$ cat config.mk
export PLATFORM = sky130hd
export DESIGN_NAME = rom_dl_ctrl
export DESIGN_NICKNAME = d
export VERILOG_FILES = /design/src/rtl/rom_dl_ctrl.sv
export SDC_FILE = /design/constraint.sdc
export NUM_CORES = 1
export LEC_CHECK = 0
export BUFFER_PORTS_ARGS = -buffer_cell sky130_fd_sc_hd__buf_2
export CAP_MARGIN = 10
export CORE_MARGIN = 2
export CORE_UTILIZATION = 56
export DETAILED_ROUTE_END_ITERATION = 12
export PLACE_DENSITY_LB_ADDON = 0.05
export SETUP_SLACK_MARGIN = 0.1
export SYNTH_ARGS = -nofsm -noshare
export SYNTH_HDL_FRONTEND = slang
export SYNTH_SLANG_ARGS = --single-unit
$ cat constraint.sdc
create_clock -name clk_sys -period 4.7 [get_ports clk_sys]
set_clock_uncertainty 0.05 [all_clocks]
set_input_delay 0.705 -clock clk_sys [delete_from_list [all_inputs] [get_ports clk_sys]]
set_output_delay 0.705 -clock clk_sys [all_outputs]
set_load 0.03 [all_outputs]
$ cat src/rtl/rom_dl_ctrl.sv
// ROM download sequencer: steers the HPS ioctl byte stream into four ROM regions
// and holds the core in reset until a complete, in-range image has settled.
`timescale 1ns/1ps
module rom_dl_ctrl #(
    parameter logic [15:0] R0_END        = 16'h2000,
    parameter logic [15:0] R1_END        = 16'h2800,
    parameter logic [15:0] R2_END        = 16'h3000,
    parameter logic [15:0] R3_END        = 16'h3200,
    parameter int          SETTLE_CYCLES = 256
) (
    input  logic        clk_sys,
    input  logic        Reset_n,
    input  logic        ioctl_download,
    input  logic        ioctl_wr,
    input  logic [24:0] ioctl_addr,
    input  logic [7:0]  ioctl_dout,
    output logic [13:0] rom_addr,
    output logic [7:0]  rom_data,
    output logic [3:0]  rom_we,
    output logic        core_reset_n,
    output logic        dl_busy,
    output logic        dl_error,
    output logic [15:0] byte_count
);

    localparam logic [2:0] ST_IDLE   = 3'd0;
    localparam logic [2:0] ST_LOAD   = 3'd1;
    localparam logic [2:0] ST_SETTLE = 3'd2;
    localparam logic [2:0] ST_RUN    = 3'd3;
    localparam logic [2:0] ST_ERROR  = 3'd4;

    localparam logic [15:0]       SETTLE_LAST = 16'(SETTLE_CYCLES - 1);
    localparam logic [3:0][15:0]  BOUND       = {R3_END, R2_END, R1_END, R0_END};

    logic [2:0]  state_reg, state_next;
    logic        download_prev_reg;
    logic        overflow_reg, overflow_next;
    logic [15:0] count_next;
    logic [15:0] settle_reg, settle_next;

    logic [15:0]      a;
    logic             addr_low_ok;
    logic [3:0]       hit;
    logic [3:0][13:0] rebased;
    logic [13:0]      offset;
    logic             in_range;
    logic             start_load;
    logic             wr_ok;
    logic [15:0]      count_base;
    logic             overflow_base;

    assign a           = ioctl_addr[15:0];
    assign addr_low_ok = (ioctl_addr[24:16] == 9'd0);

    // One comparator pair per region; regions are contiguous so at most one hits.
    genvar gi;
    generate
        for (gi = 0; gi < 4; gi++) begin : g_region
            if (gi == 0) begin : g_first
                assign hit[gi]     = addr_low_ok && (a < BOUND[0]);
                assign rebased[gi] = a[13:0];
            end else begin : g_rest
                assign hit[gi]     = addr_low_ok && (a >= BOUND[gi-1]) && (a < BOUND[gi]);
                assign rebased[gi] = a[13:0] - BOUND[gi-1][13:0];
            end
        end
    endgenerate

    always_comb begin
        offset = '0;
        for (int k = 0; k < 4; k++) begin
            if (hit[k]) begin
                offset = offset | rebased[k];
            end
        end
    end

    assign in_range = |hit;

    // A rising download in any post-load state restarts LOAD; IDLE enters on level.
    assign start_load = ioctl_download &&
                        ((state_reg == ST_IDLE) ||
                         (!download_prev_reg && ((state_reg == ST_SETTLE) ||
                                                 (state_reg == ST_RUN) ||
                                                 (state_reg == ST_ERROR))));

    assign wr_ok = ioctl_wr && ioctl_download &&
                   (start_load || (state_reg == ST_LOAD));

    assign count_base    = start_load ? 16'd0 : byte_count;
    assign overflow_base = start_load ? 1'b0  : overflow_reg;

    always_comb begin
        count_next    = count_base;
        overflow_next = overflow_base;
        if (wr_ok) begin
            if (in_range) begin
                if (count_base != 16'hFFFF) begin
                    count_next = count_base + 16'd1;
                end
            end else begin
                overflow_next = 1'b1;
            end
        end
    end

    always_comb begin
        state_next = state_reg;
        if (start_load) begin
            state_next = ST_LOAD;
        end else begin
            case (state_reg)
                ST_LOAD: begin
                    if (!ioctl_download) begin
                        state_next = ((byte_count == R3_END) && !overflow_reg) ? ST_SETTLE : ST_ERROR;
                    end
                end
                ST_SETTLE: begin
                    if (settle_reg == SETTLE_LAST) begin
                        state_next = ST_RUN;
                    end
                end
                default: state_next = state_reg;
            endcase
        end
    end

    assign settle_next = ((state_reg == ST_SETTLE) && (state_next == ST_SETTLE)) ?
                         settle_reg + 16'd1 : 16'd0;

    always_ff @(posedge clk_sys) begin
        if (!Reset_n) begin
            state_reg         <= ST_IDLE;
            download_prev_reg <= 1'b0;
            overflow_reg      <= 1'b0;
            settle_reg        <= 16'd0;
            byte_count        <= 16'd0;
            rom_we            <= 4'd0;
            rom_addr          <= 14'd0;
            rom_data          <= 8'd0;
            core_reset_n      <= 1'b0;
            dl_busy           <= 1'b0;
            dl_error          <= 1'b0;
        end else begin
            state_reg         <= state_next;
            download_prev_reg <= ioctl_download;
            overflow_reg      <= overflow_next;
            settle_reg        <= settle_next;
            byte_count        <= count_next;
            rom_we            <= (wr_ok && in_range) ? hit : 4'd0;
            if (wr_ok && in_range) begin
                rom_addr <= offset;
                rom_data <= ioctl_dout;
            end
            // Status outputs follow the next state so they change with it.
            core_reset_n      <= (state_next == ST_RUN);
            dl_busy           <= (state_next == ST_LOAD) || (state_next == ST_SETTLE);
            dl_error          <= (state_next == ST_ERROR);
        end
    end

endmodule

==> results.cfg <==
[outcome]
status = complete, no violations

[routing]
dr.pass1.iters = 4
wl_per_cell_um = 13.55
ant_nets = 0
vias = 3050
drt-total-wl_um = 7264
drc = 0
drt-vias-per-instance = 5.690
drt_iter0_markers = 162

[clock_tree]
post_cts_buffers = 0
cts_tree = built
clk_pin_slew_ns = 0.07
cts_made_buffers = 9
clock_sinks = 66
clock_path_buffers = 2
insertion_delay_ns = 0.34
ctsHoldBuffers = 0
htree_levels = 3
cts_root_buffer = clkbuf_8
ctsResizeCount = 0

[critical_path]
end_kind = flop
crit_type = in2reg
r2r-end = byte_count[3]
r2r-start = state_reg[1]
rrSetupSlack_ns = 2.12
critPathLaunchType = primary input
worstPathRequired_ns = 4.91
cp-endpoint = byte_count[3]
startpoint = ioctl_addr[21]
cp_max_fo = 31
reg2regPathDepth = 5
crit_arrival_ns = 3.29

[floorplan]
start_util = 0.5721
fp.dieH_um = 78.55
coreArea_um2 = 5439
die_x_um = 78.55
rows = 27
dieArea_um2 = 6169
ios = 82

[power_and_ir_drop]
total_power_mw = 1.144
p_clk_frac = 0.455
vdd_drop_max_mv = 0.1962
sequentialPowerShare = 0.493
internal_power_mw = 0.8848
switching_power_mw = 0.2588
swShare = 0.2263
power.leakage_nw = 1.504
p_per_area_nw_per_um2 = 303.3
p_comb_frac = 0.051

[synthesis]
synth_seq_cells = 66
yosysWarnings = 0
syn_inst = 384
synth_area_leaders = dfxtp_1 (42%), nand2_1 (8.0%), a21oi_1 (6.1%)
synth_flop_cell = dfxtp_1
avgSynthCellArea_um2 = 8.103
syn_area_um2 = 3112
synth_top_area_cell = dfxtp_1
syn-num-nets = 426
synth_edf_count = 0
async_reset_ff_frac = 0
synth.top_cell.area_share = 0.4246
synth_cell_types = 50
seq_area_frac_synth = 0.4246

[timing]
slew_violations = 0
slew-limit-headroom = 0.3123
hold_violations = 0
min_period_ns = 3.075
worst_pin_slew_ns = 1.023
rsz0062_at_grt = false
post-route-period-util = 0.6542
finalSetupViolations = 0
max_freq_mhz = 325.2
fin_setup_tns_ns = 0

[grt]
use_met1 = 0.2992
overflow = 0
met2_usage = 0.4179
antenna_found_initial = 0
busiest_layer = met2
met3_usage = 0.05057
grt_use_total = 0.2430
grt_pass1_vias = 2764
grt_pass1_wl_um = 12140
grt_max_degree = 33

[finish]
area_delta_synth_final_pct = 21.15
nets = 501
diodes = 0
drive_gt1_frac = 0.2349
final_cells = 536
nFillCells = 468

[place]
place_inst = 520
dp_hpwl_um = 5175
gp_congestion = 0.9257
port_buffers = 81

[run]
maxCapViolCount = 0

[min_path]
min-delay-start = rom_data[2]
hold_class = reg2reg
-- worst min path at each step --
stage                     cells past startpoint             to
after floorplan                               1  settle_reg[0]
after global placement                        2    rom_data[5]
after detailed placement                      2    rom_data[2]
after CTS                                     2    rom_data[2]
after global routing                          2    rom_addr[9]
final                                         2    rom_data[2]
-- per-layer routing --
| layer | up-vias | share of wire |
|---|---|---|
| met2 | 87 | 0.50 |
| met4 | 0 | 0.0087 |
| li1 | 1544 | - |
| met5 | - | 0 |
| met3 | 7 | 0.053 |
| met1 | 1412 | 0.44 |
-- Yosys cell counts, drive strengths merged, types with 2 or more instances --
master and instances:
dfxtp 66, nand2 66, a21oi 38, nor2 28
clkbuf 17, nand3 13, nand4 13, and3 12
nor4 12, xor2 11, nor3 10, inv 9
o21ai 8, o31ai 6, or4 6, a31o 5
and2 5, and4 5, ha 5, or3 5
a31oi 4, buf 3, xnor2 3, a2111oi 2
a211oi 2, a21o 2, a311oi 2, mux2i 2
nand2b 2, nor4b 2, o211ai 2, o21bai 2
or2 2
-- power by group through the flow --
stage	clock, mW	combinational [mW]	sequential [mW]
detailed placement	0	0.0584	0.577
global route	0.548	0.0659	0.564
CTS	0.527	0.0588	0.564
global placement	0	0.0582	0.577
finish	0.521	0.0588	0.564
floorplan	0	0.0295	0.578
-- critical path: stages --
cell and delay (ns):
buf_2 0.09, or4_4 0.54, or4_4 0.55, or2_1 0.60
or4_1 0.64, a21oi_1 0.15
-- stage by stage --
| step | hold WS (ns) | worst slack [ns] | utilization | instance area (um^2) |
|---|---|---|---|---|
| after floorplan | 0.3989 | 1.949 | - | 3112 |
| after global placement | 0.3841 | 1.336 | 0.6529 | 3551 |
| after detailed placement | 0.3970 | 1.295 | 0.6529 | 3551 |
| after CTS | 0.4071 | 1.640 | 0.6931 | 3770 |
| after global routing | 0.4226 | 1.483 | 0.6931 | 3770 |
| final | 0.4052 | 1.625 | 0.6931 | 3770 |
-- cell families (layout without fill, tap and decap cells) --
| family | Yosys count | in the layout | synth area share |
|---|---|---|---|
| AOI/OAI and AO/OA | 82 | 82 | 0.1673 |
| xor gates and xnor gates | 14 | 14 | 0.03941 |
| adders and majority gates | 5 | 5 | 0.02010 |
| buffers and inverters | 29 | 109 | 0.03619 |
| DFF | 66 | 66 | 0.4246 |
| muxes | 2 | 2 | 0.006434 |
| and+or+nand+nor | 186 | 186 | 0.3060 |
-- final cells by class --
cell class / count / area, um^2 / area share
multi-input cells: 289 / 1678 / 0.4451
flip-flops and latches: 66 / 1321 / 0.3505
repair buffers: 84 / 427.9 / 0.1135
clock buffers: 10 / 127.6 / 0.03385
clock inverters: 6 / 91.34 / 0.02423
well taps: 72 / 90.09 / 0.02390
inverters: 9 / 33.78 / 0.008961
-- cell usage in the layout, fill, tap and decap left out, types with 3 or more instances in the layout --
master / instances
nand4_1: 13
nor4_1: 11
a31oi_1: 4
xnor2_1: 3
and4_1: 5
clkbuf_8: 9
a21oi_1: 38
buf_4: 3
a31o_2: 5
nor2_1: 28
o21ai_0: 8
inv_1: 9
and2_1: 5
o31ai_1: 6
xor2_1: 11
ha_1: 5
buf_2: 81
or3_1: 5
and3_1: 12
nand3_1: 13
nand2_1: 66
nor3_1: 10
clkinvlp_4: 3
or4_1: 4
dfxtp_1: 66
No activity file was read; power rests on OpenSTA's default activity.
